File: src/rtl/spi_triangle_loader_if.sv
// Port-B register bank bus between the triangle loader (master) and the SPI register bank (slave).
interface spi_triangle_loader_if;
    logic [3:0]  o_reg_addr;
    logic        o_reg_wr_en;
    logic [31:0] o_reg_wr_data;
    logic [31:0] i_reg_rd_data;

    modport master (
        output o_reg_addr,
        output o_reg_wr_en,
        output o_reg_wr_data,
        input  i_reg_rd_data
    );

    modport slave (
        input  o_reg_addr,
        input  o_reg_wr_en,
        input  o_reg_wr_data,
        output i_reg_rd_data
    );
endinterface

File: src/rtl/spi_triangle_loader.sv
// Polls the SPI register bank for a host-posted triangle, clamps and validates it, commits it to
// the rasterizer only while the raster is idle, and acknowledges through the CTRL register.
module spi_triangle_loader #(
    parameter int unsigned HORIZ_RESOLUTION = 80,
    parameter int unsigned VERT_RESOLUTION  = 60,
    parameter int unsigned RD_LATENCY       = 2,
    parameter int unsigned POLL_INTERVAL    = 1024
) (
    input  logic                                 i_clk,
    input  logic                                 i_srst,
    spi_triangle_loader_if.master                reg_bus,
    input  logic                                 i_raster_busy,
    output logic [$clog2(HORIZ_RESOLUTION)-1:0]  o_p0_x,
    output logic [$clog2(HORIZ_RESOLUTION)-1:0]  o_p1_x,
    output logic [$clog2(HORIZ_RESOLUTION)-1:0]  o_p2_x,
    output logic [$clog2(VERT_RESOLUTION)-1:0]   o_p0_y,
    output logic [$clog2(VERT_RESOLUTION)-1:0]   o_p1_y,
    output logic [$clog2(VERT_RESOLUTION)-1:0]   o_p2_y,
    output logic                                 o_tri_update,
    output logic [3:0]                           o_led
);

    localparam int unsigned XW = $clog2(HORIZ_RESOLUTION);
    localparam int unsigned YW = $clog2(VERT_RESOLUTION);
    localparam int unsigned PW = (POLL_INTERVAL > 1) ? $clog2(POLL_INTERVAL) : 1;
    localparam int unsigned AW = (XW + YW + 3 > 18) ? (XW + YW + 3) : 18;

    localparam logic [2:0] ST_IDLE      = 3'd0;
    localparam logic [2:0] ST_RD_CTRL   = 3'd1;
    localparam logic [2:0] ST_RD_V0     = 3'd2;
    localparam logic [2:0] ST_RD_V1     = 3'd3;
    localparam logic [2:0] ST_RD_V2     = 3'd4;
    localparam logic [2:0] ST_CHECK     = 3'd5;
    localparam logic [2:0] ST_WAIT_IDLE = 3'd6;
    localparam logic [2:0] ST_ACK       = 3'd7;

    logic [2:0]           state_q, state_d;
    logic [PW-1:0]        poll_cnt_q, poll_cnt_d;
    logic [1:0]           rd_cnt_q, rd_cnt_d;
    logic [3:0]           addr_q, addr_d;
    logic                 wr_en_q, wr_en_d;
    logic [31:0]          wr_data_q, wr_data_d;
    logic [31:4]          ctrl_q, ctrl_d;
    logic                 err_q, err_d;
    logic [2:0][XW-1:0]   cx_q, cx_d;
    logic [2:0][YW-1:0]   cy_q, cy_d;
    logic [2:0][XW-1:0]   px_q, px_d;
    logic [2:0][YW-1:0]   py_q, py_d;
    logic                 upd_q, upd_d;

    logic signed [AW-1:0] dx1_c, dy1_c, dx2_c, dy2_c, area_c;
    logic [31:0]          rd_data_c;

    // Clamp on the full 16-bit register field before truncating to the raster width.
    function automatic logic [XW-1:0] clamp_x(input logic [15:0] v);
        if (v >= 16'(HORIZ_RESOLUTION)) return XW'(HORIZ_RESOLUTION - 1);
        return v[XW-1:0];
    endfunction

    function automatic logic [YW-1:0] clamp_y(input logic [15:0] v);
        if (v >= 16'(VERT_RESOLUTION)) return YW'(VERT_RESOLUTION - 1);
        return v[YW-1:0];
    endfunction

    assign rd_data_c = reg_bus.i_reg_rd_data;

    // Twice the signed triangle area; zero means degenerate (collinear or coincident vertices).
    always_comb begin
        dx1_c  = AW'(cx_q[1]) - AW'(cx_q[0]);
        dy1_c  = AW'(cy_q[1]) - AW'(cy_q[0]);
        dx2_c  = AW'(cx_q[2]) - AW'(cx_q[0]);
        dy2_c  = AW'(cy_q[2]) - AW'(cy_q[0]);
        area_c = dx1_c * dy2_c - dx2_c * dy1_c;
    end

    always_comb begin
        state_d    = state_q;
        poll_cnt_d = poll_cnt_q;
        rd_cnt_d   = rd_cnt_q;
        addr_d     = addr_q;
        wr_en_d    = 1'b0;
        wr_data_d  = wr_data_q;
        ctrl_d     = ctrl_q;
        err_d      = err_q;
        cx_d       = cx_q;
        cy_d       = cy_q;
        px_d       = px_q;
        py_d       = py_q;
        upd_d      = 1'b0;

        case (state_q)
            ST_IDLE: begin
                if (poll_cnt_q == PW'(POLL_INTERVAL - 1)) begin
                    poll_cnt_d = '0;
                    rd_cnt_d   = '0;
                    addr_d     = 4'd0;
                    state_d    = ST_RD_CTRL;
                end else begin
                    poll_cnt_d = poll_cnt_q + PW'(1);
                end
            end
            ST_RD_CTRL: begin
                if (rd_cnt_q == 2'(RD_LATENCY)) begin
                    rd_cnt_d = '0;
                    ctrl_d   = rd_data_c[31:4];
                    if (rd_data_c[0] && !rd_data_c[1]) begin
                        addr_d  = 4'd1;
                        state_d = ST_RD_V0;
                    end else begin
                        state_d = ST_IDLE;
                    end
                end else begin
                    rd_cnt_d = rd_cnt_q + 2'd1;
                end
            end
            ST_RD_V0, ST_RD_V1, ST_RD_V2: begin
                if (rd_cnt_q == 2'(RD_LATENCY)) begin
                    rd_cnt_d = '0;
                    if (state_q == ST_RD_V0) begin
                        cx_d[0] = clamp_x(rd_data_c[15:0]);
                        cy_d[0] = clamp_y(rd_data_c[31:16]);
                    end else if (state_q == ST_RD_V1) begin
                        cx_d[1] = clamp_x(rd_data_c[15:0]);
                        cy_d[1] = clamp_y(rd_data_c[31:16]);
                    end else begin
                        cx_d[2] = clamp_x(rd_data_c[15:0]);
                        cy_d[2] = clamp_y(rd_data_c[31:16]);
                    end
                    if (state_q == ST_RD_V2) begin
                        state_d = ST_CHECK;
                    end else begin
                        addr_d  = addr_q + 4'd1;
                        state_d = state_q + 3'd1;
                    end
                end else begin
                    rd_cnt_d = rd_cnt_q + 2'd1;
                end
            end
            ST_CHECK: begin
                err_d   = (area_c == '0);
                state_d = (area_c == '0) ? ST_ACK : ST_WAIT_IDLE;
            end
            ST_WAIT_IDLE: begin
                // All six coordinates move together so the rasterizer never sees a mixed triangle.
                if (!i_raster_busy) begin
                    px_d    = cx_q;
                    py_d    = cy_q;
                    upd_d   = 1'b1;
                    state_d = ST_ACK;
                end
            end
            ST_ACK: begin
                wr_en_d    = 1'b1;
                addr_d     = 4'd0;
                wr_data_d  = {ctrl_q, 1'b0, err_q, 1'b1, 1'b0};
                poll_cnt_d = '0;
                state_d    = ST_IDLE;
            end
            default: state_d = ST_IDLE;
        endcase
    end

    always_ff @(posedge i_clk) begin
        if (i_srst) begin
            state_q    <= ST_IDLE;
            poll_cnt_q <= '0;
            rd_cnt_q   <= '0;
            addr_q     <= '0;
            wr_en_q    <= 1'b0;
            wr_data_q  <= '0;
            ctrl_q     <= '0;
            err_q      <= 1'b0;
            cx_q       <= '0;
            cy_q       <= '0;
            px_q       <= {XW'(25), XW'(50), XW'(10)};
            py_q       <= {YW'(50), YW'(10), YW'(10)};
            upd_q      <= 1'b0;
        end else begin
            state_q    <= state_d;
            poll_cnt_q <= poll_cnt_d;
            rd_cnt_q   <= rd_cnt_d;
            addr_q     <= addr_d;
            wr_en_q    <= wr_en_d;
            wr_data_q  <= wr_data_d;
            ctrl_q     <= ctrl_d;
            err_q      <= err_d;
            cx_q       <= cx_d;
            cy_q       <= cy_d;
            px_q       <= px_d;
            py_q       <= py_d;
            upd_q      <= upd_d;
        end
    end

    assign reg_bus.o_reg_addr    = addr_q;
    assign reg_bus.o_reg_wr_en   = wr_en_q;
    assign reg_bus.o_reg_wr_data = wr_data_q;
    assign o_p0_x       = px_q[0];
    assign o_p1_x       = px_q[1];
    assign o_p2_x       = px_q[2];
    assign o_p0_y       = py_q[0];
    assign o_p1_y       = py_q[1];
    assign o_p2_y       = py_q[2];
    assign o_tri_update = upd_q;
    assign o_led        = ctrl_q[7:4];

endmodule

File: src/flat_wrapper.sv
// flat-port wrapper written by rule: the top's interface ports become plain ports
module spi_triangle_loader_flat 
#(
    parameter int unsigned HORIZ_RESOLUTION = 80,
    parameter int unsigned VERT_RESOLUTION  = 60,
    parameter int unsigned RD_LATENCY       = 2,
    parameter int unsigned POLL_INTERVAL    = 1024
)
  (i_clk, i_srst, i_raster_busy, o_p0_x, o_p1_x, o_p2_x, o_p0_y, o_p1_y, o_p2_y, o_tri_update, o_led, reg_bus_o_reg_addr, reg_bus_o_reg_wr_en, reg_bus_o_reg_wr_data, reg_bus_i_reg_rd_data);
  spi_triangle_loader_if reg_bus_i ();
  input  logic i_clk;
  input  logic i_srst;
  input  logic i_raster_busy;
  output logic [$clog2(HORIZ_RESOLUTION)-1:0] o_p0_x;
  output logic [$clog2(HORIZ_RESOLUTION)-1:0] o_p1_x;
  output logic [$clog2(HORIZ_RESOLUTION)-1:0] o_p2_x;
  output logic [$clog2(VERT_RESOLUTION)-1:0] o_p0_y;
  output logic [$clog2(VERT_RESOLUTION)-1:0] o_p1_y;
  output logic [$clog2(VERT_RESOLUTION)-1:0] o_p2_y;
  output logic o_tri_update;
  output logic [3:0] o_led;
  output wire logic [$bits(reg_bus_i.o_reg_addr)-1:0] reg_bus_o_reg_addr;
  output wire logic [$bits(reg_bus_i.o_reg_wr_en)-1:0] reg_bus_o_reg_wr_en;
  output wire logic [$bits(reg_bus_i.o_reg_wr_data)-1:0] reg_bus_o_reg_wr_data;
  input wire logic [$bits(reg_bus_i.i_reg_rd_data)-1:0] reg_bus_i_reg_rd_data;
  assign reg_bus_o_reg_addr = reg_bus_i.o_reg_addr;
  assign reg_bus_o_reg_wr_en = reg_bus_i.o_reg_wr_en;
  assign reg_bus_o_reg_wr_data = reg_bus_i.o_reg_wr_data;
  assign reg_bus_i.i_reg_rd_data = reg_bus_i_reg_rd_data;
  spi_triangle_loader #(.HORIZ_RESOLUTION(HORIZ_RESOLUTION), .VERT_RESOLUTION(VERT_RESOLUTION), .RD_LATENCY(RD_LATENCY), .POLL_INTERVAL(POLL_INTERVAL)) u_core (.i_clk(i_clk), .i_srst(i_srst), .reg_bus(reg_bus_i), .i_raster_busy(i_raster_busy), .o_p0_x(o_p0_x), .o_p1_x(o_p1_x), .o_p2_x(o_p2_x), .o_p0_y(o_p0_y), .o_p1_y(o_p1_y), .o_p2_y(o_p2_y), .o_tri_update(o_tri_update), .o_led(o_led));
endmodule
File: config.mk
export PLATFORM = sky130hd
export DESIGN_NAME = spi_triangle_loader_flat
export DESIGN_NICKNAME = d
export VERILOG_FILES = /design/src/rtl/spi_triangle_loader_if.sv /design/src/rtl/spi_triangle_loader.sv /design/src/flat_wrapper.sv
export SDC_FILE = /design/constraint.sdc
export NUM_CORES = 1
export LEC_CHECK = 0
export BUFFER_PORTS_ARGS = -buffer_cell sky130_fd_sc_hd__buf_4
export CAP_MARGIN = 25
export CORE_MARGIN = 2
export CORE_UTILIZATION = 55
export DETAILED_ROUTE_END_ITERATION = 6
export MAX_ROUTING_LAYER = met4
export PLACE_DENSITY = 0.81
export SYNTH_ARGS = -nofsm -noshare
export SYNTH_HDL_FRONTEND = slang
export SYNTH_SLANG_ARGS = --single-unit
File: constraint.sdc
create_clock -name i_clk -period 7.63 [get_ports i_clk]
set_clock_uncertainty 0.1 [all_clocks]
set_input_delay 1.526 -clock i_clk [delete_from_list [all_inputs] [get_ports i_clk]]
set_output_delay 1.526 -clock i_clk [all_outputs]
set_load 0.1 [all_outputs]
==> impl_metrics.yaml <==
logic_synthesis:
  yosys_warnings: 0
  ys_seq_elements: 158
  synth_area_per_cell_um2: 8.77
  synthArstFlopShare_pct: 0
  ys.flop_type: "dfxtp_1"
  synth_enable_flop_cells: 0
  yosysUniqueCellTypes: 57
  synthCells: 1352
  ys_seq_area_share_pct: 26.7
  synth_area_um2: 11900
cells_and_area:
  multi_input_area_um2: 8050
  nets: 1733
  n_antenna_cell: 0
  mostFrequentLayoutCells: "nor2_1, inv_1, nand2_1, dfxtp_1, buf_4"
  register_area_um2: 3170
  fillCellCount: 1605
  drive_above_1_share_pct: 17.4
  final_common_cell: "nor2_1"
  areaGrowthSynthToFinish_pct: 18.6
setup_path:
  crit_family: "adder cells"
  cp.arrival_ns: 7.62
  cp_common_cell: "fa_1"
  path_max_fanout: 4
  slowest_stage: "fa_1"
  critPathBufInv: 8
  slowest_delay_ns: 0.54
  worst-endpoint-required_ns: 7.88
  worstSetupPathType: "register to register"
  cp-start-kind: "register"
  crit_path_end_kind: "register"
die:
  start_util_pct: 56.2
  num_rows: 53
  die-area_um2: 22700
  io_pins: 116
  die_x_um: 151
  die_h_um: 151
  floorplan.core_area_um2: 21100
sta:
  slew_headroom_pct: 30.3
  hold_viol: 0
  setup_viol: 0
  maxSlewViolCount: 0
  fmax_mhz: 136
  tightestPinTransition_ns: 1.05
  fin_crit_sh_pct: 96.7
  min_period_ns: 7.37
  setup_ws_ns: 0.256
place:
  gp_congestion: 0.910
  port_buffers: 113
  hpwl_um: 21700
  place_ws_ns: -0.00383
clock_network:
  cts_buffer_depth: 2
  cts_buffers: 17
  path_clk_slew_ns: 0.07
  clkSinkCount: 158
  clk_latency_ns: 0.42
  root_buffer: "clkbuf_16"
  postCtsHoldBufs: 0
  htreeDepth: 4
  cts_tree: "done"
route:
  drc: 0
  wl_um: 28700
  postRouteAntennaNets: 0
  vias: 9651
  first_pass_iters: 5
  vias_per_cell: 5.48
  wl_per_cell_um: 16.3
  drt_iter0_drc: 645
power:
  ir_drop_mv: 0.163
  power_mw: 1.89
  powerDensity_nw_per_um2: 134
  power_leakage_nw: 6.08
grt:
  grt_overflow: 0
  grt_max_degree: 105
  grt_usage_pct: 25.5
  grt_pass1_vias: 9375
  grt_pass1_wl_um: 45000
  antenna_found_initial: 0
run:
  maxCapViolations: 0
run_status:
  status: "finished clean"
hold_path:
  hold_path.class: "register to register"
-- layer usage --
| metal | global-route usage, % | vias to the layer above | routed length (µm) |
|---|---|---|---|
| met2 | 40.6 | 311 | 14300 |
| met4 | 8.27 | 0 | 700 |
| met5 | - | - | 0 |
| met3 | 4.25 | 57 | 1670 |
| li1 | - | 4580 | - |
| met1 | 33.5 | 4703 | 12000 |
-- worst reg2reg max path: cells and delay by family, from the launching register on --
family,cells,cell delay [ns]
flip-flops,1,0.34
adder cells (fa/ha/maj),8,3.54
AND/OR/NAND/NOR,5,0.66
XOR/XNOR,1,0.18
AO/OA/AOI/OAI,9,1.69
buffers and inverters,8,0.81
-- worst paths after layout --
kind                                  startpoint          endpoint  slack [ns]  cells after the start
worst min register to register  u_core.o_p1_y[4]  u_core.o_p1_y[4]        0.35                      2
worst max register to register    u_core.cx_q[1]      u_core.err_q        0.26                     31
worst max-delay path              u_core.cx_q[1]      u_core.err_q        0.26                     31
worst min-delay path            u_core.o_p1_y[4]  u_core.o_p1_y[4]        0.35                      2
-- power breakdown --
group / internal [mW] / total, mW / switching (mW)
clock network: 0.527 / 0.890 / 0.362
logic: 0.0487 / 0.150 / 0.101
registers: 0.835 / 0.851 / 0.0159
total: 1.41 / 1.89 / 0.479
-- area by class of cell --
type	instances	share of cell area, %
clock inverters	14	1.38
inverters	171	4.57
repair buffers	155	8.72
flip-flops and latches	158	22.6
clock buffers	17	3.03
well taps	275	2.45
multi-input cells	971	57.3
-- synthesized netlist by cell type (9+ instances only) --
cell / number / share of area (%)
xnor2_1: 21 / 1.6
clkbuf_1: 42 / 1.3
or2_2: 15 / 0.79
a211oi_1: 30 / 1.9
dfxtp_1: 158 / 27
inv_1: 168 / 5.3
fa_1: 129 / 22
a21oi_1: 82 / 3.5
o21ai_0: 27 / 1.1
nor2b_1: 17 / 0.90
ha_1: 95 / 10
xor2_1: 21 / 1.6
o211ai_1: 9 / 0.57
mux2i_1: 40 / 3.4
nand2b_1: 24 / 1.3
nand2_1: 165 / 5.2
nand3_1: 16 / 0.68
nor2_1: 189 / 6.0
a21o_1: 17 / 1.1
nor3_1: 9 / 0.38
-- registers in the layout, summed over array words and instances (netlist names), 3 cells and up --
signal                        cells
u_core.reg_bus.o_reg_addr         4
u_core.o_p1_y                     6
u_core.reg_bus.o_reg_wr_data     30
u_core.o_p0_x                     7
u_core.cx_q                      21
u_core.poll_cnt_q                10
u_core.o_p2_y                     6
u_core.state_q                    3
u_core.o_p1_x                     7
u_core.o_p0_y                     6
u_core.o_p2_x                     7
u_core.cy_q                      18
u_core.ctrl_q                    28
-- repair_timing --
action | in CTS | in global routing
gates cloned | 0 | 1
pin swaps | 1 | 32
setup buffers | 1 | 8
resized for setup | 0 | 53
endpoints found under the setup margin | 2 | 2
-- metrics by stage --
step	hold slack [ns]	utilization (%)	std cells	instance area, µm²	TNS, ns
global placement	0.343	61.9	1717	13000	0
CTS	0.356	64.9	1750	13700	0
global route	0.377	66.6	1761	14100	-0.370
finish	0.354	66.6	1761	14100	0
detailed placement	0.347	61.9	1718	13100	-0.00383
floorplan	0.332	-	1353	11900	0
-- cell families after synthesis --
| family | Yosys count | synth area share [%] |
|---|---|---|
| other cells | 1 | 0.0316 |
| flops | 158 | 26.7 |
| compound gates | 199 | 10.7 |
| fa+ha+maj | 224 | 31.8 |
| mux | 40 | 3.38 |
| buf+inv | 224 | 7.36 |
| xor+xnor | 42 | 3.10 |
| simple gates | 464 | 17.0 |
No activity file was read; power rests on OpenSTA's default activity.
